## src/rtl/step_pulse_gen_if.sv

```systemverilog
// Button/step bundle between the push-button front end and the counter.
// master: drives the raw button and consumes the pulse and level.
// slave: the pulse generator itself.
interface step_pulse_gen_if;
  logic btn_in;     // raw, asynchronous, active-high, may bounce
  logic step;       // one-cycle enable pulse per accepted press
  logic btn_level;  // debounced button level

  modport master (
    output btn_in,
    input  step,
    input  btn_level
  );

  modport slave (
    input  btn_in,
    output step,
    output btn_level
  );
endinterface

```

## src/rtl/step_pulse_gen.sv

```systemverilog
// Push-button front end: 2-flop synchronizer, debounce FSM, registered step
// pulse and debounced level. Define AUTO_REPEAT_EN to add an auto-repeat
// timer that keeps issuing steps while the button stays held.
module step_pulse_gen #(
  parameter int unsigned DB_CYCLES     = 4,
  parameter int unsigned CNT_W         = 8,
  parameter int unsigned REPEAT_DELAY  = 16,
  parameter int unsigned REPEAT_PERIOD = 8
) (
  input  logic           clk,
  input  logic           reset,  // asynchronous, active-low
  step_pulse_gen_if.slave bus
);

  typedef enum logic [1:0] {
    StIdle,
    StDbPress,
    StHeld,
    StDbRelease
  } state_e;

  localparam logic [CNT_W-1:0] DbLast = CNT_W'(DB_CYCLES - 1);

  logic             s1_q, s2_q;
  logic             btn_s;
  state_e           state_q, state_d;
  logic [CNT_W-1:0] cnt_q, cnt_d;
  logic             step_q, step_d;
  logic             level_q, level_d;

  assign btn_s = s2_q;

  // Two-flop synchronizer for the asynchronous button input.
  always_ff @(posedge clk or negedge reset) begin
    if (!reset) begin
      s1_q <= 1'b0;
      s2_q <= 1'b0;
    end else begin
      s1_q <= bus.btn_in;
      s2_q <= s1_q;
    end
  end

`ifdef AUTO_REPEAT_EN
  localparam logic [CNT_W-1:0] DelayLast  = CNT_W'(REPEAT_DELAY - 1);
  localparam logic [CNT_W-1:0] PeriodLast = CNT_W'(REPEAT_PERIOD - 1);

  logic [CNT_W-1:0] rep_q, rep_d;
  logic             rep_first_q, rep_first_d;  // still waiting for the first repeat
  logic             repeat_fire;

  // Repeat timer: counts held cycles, fires after the delay, then per period.
  always_comb begin
    rep_d       = rep_q;
    rep_first_d = rep_first_q;
    repeat_fire = 1'b0;
    if (state_q == StIdle) begin
      rep_d       = '0;
      rep_first_d = 1'b1;
    end else if (state_q == StDbPress) begin
      // Cleared on entry to HELD; value is irrelevant before that.
      rep_d       = '0;
      rep_first_d = 1'b1;
    end else if (state_q == StHeld && btn_s) begin
      if (rep_q == (rep_first_q ? DelayLast : PeriodLast)) begin
        repeat_fire = 1'b1;
        rep_d       = '0;
        rep_first_d = 1'b0;
      end else begin
        rep_d = rep_q + 1'b1;
      end
    end
    // DB_RELEASE (and the HELD exit cycle) hold the count so cadence resumes.
  end

  // Repeat timer state.
  always_ff @(posedge clk or negedge reset) begin
    if (!reset) begin
      rep_q       <= '0;
      rep_first_q <= 1'b1;
    end else begin
      rep_q       <= rep_d;
      rep_first_q <= rep_first_d;
    end
  end
`else
  logic repeat_fire;
  logic unused_repeat_cfg;
  assign repeat_fire       = 1'b0;
  assign unused_repeat_cfg = ^{REPEAT_DELAY, REPEAT_PERIOD};
`endif

  // Debounce FSM next-state, counter and output decode.
  always_comb begin
    state_d = state_q;
    cnt_d   = cnt_q;
    step_d  = 1'b0;
    level_d = level_q;
    case (state_q)
      StIdle: begin
        if (btn_s) begin
          state_d = StDbPress;
          cnt_d   = '0;
        end
      end
      StDbPress: begin
        if (!btn_s) begin
          state_d = StIdle;
        end else if (cnt_q == DbLast) begin
          state_d = StHeld;
          step_d  = 1'b1;
          level_d = 1'b1;
        end else begin
          cnt_d = cnt_q + 1'b1;
        end
      end
      StHeld: begin
        if (!btn_s) begin
          state_d = StDbRelease;
          cnt_d   = '0;
        end else begin
          step_d = repeat_fire;
        end
      end
      StDbRelease: begin
        if (btn_s) begin
          state_d = StHeld;
        end else if (cnt_q == DbLast) begin
          state_d = StIdle;
          level_d = 1'b0;
        end else begin
          cnt_d = cnt_q + 1'b1;
        end
      end
      default: begin
        state_d = StIdle;
        cnt_d   = '0;
      end
    endcase
  end

  // FSM state, debounce counter and registered outputs.
  always_ff @(posedge clk or negedge reset) begin
    if (!reset) begin
      state_q <= StIdle;
      cnt_q   <= '0;
      step_q  <= 1'b0;
      level_q <= 1'b0;
    end else begin
      state_q <= state_d;
      cnt_q   <= cnt_d;
      step_q  <= step_d;
      level_q <= level_d;
    end
  end

  assign bus.step      = step_q;
  assign bus.btn_level = level_q;

endmodule

```

## src/flat_wrapper.sv

```systemverilog
// flat-port wrapper written by rule: the top's interface ports become plain ports
module step_pulse_gen_flat 
#(
  parameter int unsigned DB_CYCLES     = 4,
  parameter int unsigned CNT_W         = 8,
  parameter int unsigned REPEAT_DELAY  = 16,
  parameter int unsigned REPEAT_PERIOD = 8
)
  (clk, reset, bus_btn_in, bus_step, bus_btn_level);
  step_pulse_gen_if bus_i ();
  input  logic clk;
  input  logic reset;
  input wire logic [$bits(bus_i.btn_in)-1:0] bus_btn_in;
  output wire logic [$bits(bus_i.step)-1:0] bus_step;
  output wire logic [$bits(bus_i.btn_level)-1:0] bus_btn_level;
  assign bus_i.btn_in = bus_btn_in;
  assign bus_step = bus_i.step;
  assign bus_btn_level = bus_i.btn_level;
  step_pulse_gen #(.DB_CYCLES(DB_CYCLES), .CNT_W(CNT_W), .REPEAT_DELAY(REPEAT_DELAY), .REPEAT_PERIOD(REPEAT_PERIOD)) u_core (.clk(clk), .reset(reset), .bus(bus_i));
endmodule
```

## config.mk

```make
export PLATFORM = sky130hd
export DESIGN_NAME = step_pulse_gen_flat
export DESIGN_NICKNAME = d
export VERILOG_FILES = /design/src/rtl/step_pulse_gen_if.sv /design/src/rtl/step_pulse_gen.sv /design/src/flat_wrapper.sv
export SDC_FILE = /design/constraint.sdc
export NUM_CORES = 1
export LEC_CHECK = 0
export ABC_CLOCK_PERIOD_IN_PS = 1700
export BUFFER_PORTS_ARGS = -buffer_cell sky130_fd_sc_hd__buf_2
export CORE_MARGIN = 2
export CORE_UTILIZATION = 35
export DETAILED_ROUTE_END_ITERATION = 12
export MAX_ROUTING_LAYER = met4
export PLACE_DENSITY = 0.54
export SLEW_MARGIN = 5
export SYNTH_ARGS = -nofsm -noshare
export SYNTH_HDL_FRONTEND = slang
export SYNTH_SLANG_ARGS = --single-unit
```

## constraint.sdc

```tcl
create_clock -name clk -period 1.7 [get_ports clk]
set_input_delay 0.34 -clock clk [delete_from_list [all_inputs] [get_ports clk]]
set_output_delay 0.34 -clock clk [all_outputs]
set_load 0.02 [all_outputs]
```

======== Yosys cells after proc, flatten, opt, wreduce, memory -nomap -nowiden ========
Index checks and enable logic that the tools add are counted.
word-level totals
  register bits after elaboration ......... 14
  output and inout bits ................... 2
operators by class
  add/sub/neg operators ................... 1
  eq/ne operators ......................... 12
  muxes and demuxes ....................... 21
  reduce and logical (&&, ||, !) cells .... 5
operator list
  cell                                                                     number
  8-bit 2-to-1 mux                                                         5
  8-bit one-hot mux with 4 select lines                                    1
  2-bit 2-to-1 mux                                                         6
  8-bit by 1-bit adder with 8-bit output, second input constant            1
  8-bit by 2-bit equality test with 1-bit output, second input constant    1
  2-bit by 1-bit inequality test with 1-bit output, second input constant  4
  2-bit one-hot mux with 4 select lines                                    1
  4-bit AND reduction                                                      2
  1-bit 2-to-1 mux                                                         7
  5-bit AND reduction                                                      1
  2-bit equality test, second input constant                               2
  2-bit inequality test, second input constant                             2
  3-bit by 1-bit inequality test with 1-bit output, second input constant  1
  3-bit inequality test, second input constant                             1
  2-bit by 1-bit equality test with 1-bit output, second input constant    1
  2-bit zero test                                                          1
  1-bit one-hot mux with 2 select lines                                    1
  2-bit nonzero test                                                       1

======== Longest topological paths before layout ========
  depth in word-level cells ............... 4
  depth in mapped cells ................... 4
  gate-level depth less buffers ........... 4

======== Worst setup path after synthesis ========
Ideal clock, no wire load.
  path type ............................... reg2reg
  start ................................... reg u_core.cnt_q[3]
  end ..................................... reg with a tool-made name
  arrival time ............................ 1523 ps
  slack ................................... 59 ps
  cell stages (with the launch flop) ...... 4
  path buffers ............................ 0
  cell sequence ........................... dfrtp_1 > or4_4 > or3_1 > a21o_1
RTL lines
  element                 line                   RTL
  from (decl)             step_pulse_gen.sv:27   logic [CNT_W-1:0] cnt_q, cnt_d;
  from (signal assigned)  step_pulse_gen.sv:151  cnt_q <= cnt_d;

==> results.json <==
{
  "insertion_delay_ns": 0.28,
  "clk_path_buf_depth": 2,
  "placement.io_buffers": 4,
  "layout_commonest_cell": "dfrtp_1",
  "drive_gt1_frac": 0.270,
  "die_area_um2": 2400,
  "final_hold_viol_count": 0,
  "place_ws_ns": 0.0771,
  "switching_power_uw": 326,
  "cts_tree": "done",
  "synth-seq-area-share": 0.496,
  "crit_fanout": 5,
  "skew_ns": 0.00852,
  "num_antenna_cells": 0,
  "end_kind": "register",
  "status": "finished, final reports clean",
  "routedWlPerCell_um": 12.4,
  "fmax_mhz": 607,
  "ir_drop_uv": 604,
  "dp_hpwl_um": 1090,
  "power.share.switching": 0.332,
  "ys_ff_latch": 14,
  "place.gp.congestion": 0.763,
  "rsz0062_at_grt": "no",
  "synthesis.area_um2": 707,
  "die_h_um": 48.9,
  "final_nets": 94,
  "grt_max_degree": 18,
  "synth_area_leader_cell": "dfrtp_1",
  "syn_to_final_growth_pct": 24.6,
  "internal_power_uw": 655,
  "netlist.area_leader.share": 0.496,
  "first_global_vias": 577,
  "cts_made_buffers": 3,
  "routed_via_density": 5.20,
  "clock_sinks": 14,
  "slew_headroom": 0.753,
  "maxCapViolCount": 0,
  "drt_wl_total_um": 1440,
  "path_class": "register to register",
  "powerDensity_nw_per_um2": 1110,
  "netlist_instances": 72,
  "drt_iter0_drc": 22,
  "p_seq_frac": 0.444,
  "finalCritPeriodShare": 0.969,
  "p_total_uw": 981,
  "synthFlopType": "dfrtp_1",
  "die_w_um": 48.9,
  "cp.required_ns": 1.87,
  "detail-route-antenna-nets": 0,
  "path_clk_slew_ns": 0.08,
  "min_period_ns": 1.65,
  "overflow": 0,
  "cts_setup_buffers": 0,
  "syn_avg_cell_area_um2": 9.82,
  "vias": 603,
  "startpoint_type": "register",
  "grtUsageTotal": 0.141,
  "post-route-util": 0.454,
  "io_pins": 5,
  "fin_ws_ns": 0.0534,
  "ys_warn_count": 0,
  "root_buffer": "clkbuf_4",
  "std_cell_rows": 16,
  "critPathArrivalTime_ns": 1.81,
  "p_clk_frac": 0.237,
  "antenna_found_initial": 0,
  "setup_viol": 0,
  "async_flop_share": 1.00,
  "core_area_um2": 1940,
  "synth-edff-count": 0,
  "h-tree-depth": 1,
  "comb_power_share": 0.319,
  "drt_drc_violations_left": 0,
  "power_leakage_uw": 0.000395,
  "syn-num-nets": 76,
  "setup_tns_ns": 0,
  "slew_viol_final": 0,
  "hp-class": "input port to register",
  "synth_cell_type_count": 27,
  "grt_pass1_wl_um": 2530,
  "drtPass1Iterations": 4,
  "synth_area_leaders": "dfrtp_1 (50%), nand3_1 (7.1%), nand2_1 (5.3%)",
  "initial_core_util": 0.364,
  "layout_common_cells": "dfrtp_1 (14), nand2_1 (10), nand3_1 (10), buf_4 (10), buf_2 (4)",
  "tightest_slew_ns": 0.367
}
## layer usage
metal  track usage  share of wire  wire (µm)  vias up
met3        0.0460          0.046         66        2
met4        0.0476         0.0042          6        0
met2         0.219           0.44        634       12
met5             -              0          0        -
li1              -              -          -      313
met1         0.174           0.51        727      276
## cell families after synthesis
group	share of synthesized area
and+or+nand+nor	0.320
DFF	0.496
AOI/OAI and AO/OA	0.133
buffers and inverters	0.0212
xor gates and xnor gates	0.0124
adders and majority gates	0.0177
## worst max-delay path: stages (launching register included)
cell     delay [ns]
dfrtp_1        0.38
or4_4          0.57
or3_1          0.41
a21o_1         0.18
## power groups by stage
| stage | clock network (µW) | registers [µW] | logic (µW) |
|---|---|---|---|
| global route | 261 | 447 | 345 |
| floorplan | 0 | 446 | 180 |
| CTS | 246 | 436 | 314 |
| detailed placement | 0 | 443 | 311 |
| global placement | 0 | 441 | 304 |
| finish | 233 | 436 | 313 |
## synthesized netlist by cell type (all sizes together), types with 3 or more instances
cell type,count
nand3,10
nand4,3
nand2,10
or4,3
o311ai,3
dfrtp,14
o211ai,3
## layout make-up
cell class              instances  area (µm²)
repair buffers                 15         105
flip-flops and latches         14         350
multi-input cells              54         348
inverters                       2        7.51
clock buffers                   4        36.3
fillers                       198        1060
well taps                      27        33.8
## registers in the layout (all words and copies together) (netlist names), named ones only
| name | count |
|---|---|
| u_core.cnt_q | 8 |
| u_core.btn_s | 1 |
| u_core.bus.btn_level | 1 |
| u_core.bus.step | 1 |
| u_core.s1_q | 1 |
| u_core.state_q | 1 |
## stage by stage
stage                     hold WS (ns)  cell area, µm²  instances
after floorplan                 0.0444             707         72
final                            0.173             881        116
after detailed placement         0.257             828        111
after global routing             0.148             881        116
after CTS                        0.158             875        116
after global placement           0.257             828        111
## repair_timing
item	CTS	global route
endpoints found under the setup margin	0	1
gates resized for setup	0	1
hold endpoints to repair	14	0
hold buffers	1	0
## path summary, 6_finish.rpt
path / slack (ns) / from / end / cells after the start
max: 0.05 / u_core.cnt_q[6]$_DFFE_PN0P_ / register / 3
min: 0.17 / bus_btn_in / u_core.s1_q$_DFF_PN0_ / 1
max reg2reg: 0.05 / u_core.cnt_q[6]$_DFFE_PN0P_ / register / 3
min reg2reg: 0.36 / u_core.s1_q$_DFF_PN0_ / u_core.btn_s$_DFF_PN0_ / 0
max in group asynchronous: 0.97 / reset / u_core.cnt_q[6]$_DFFE_PN0P_ / 2
min in group asynchronous: 0.48 / reset / u_core.cnt_q[5]$_DFFE_PN0P_ / 2
No activity file was read; power rests on OpenSTA's default activity.
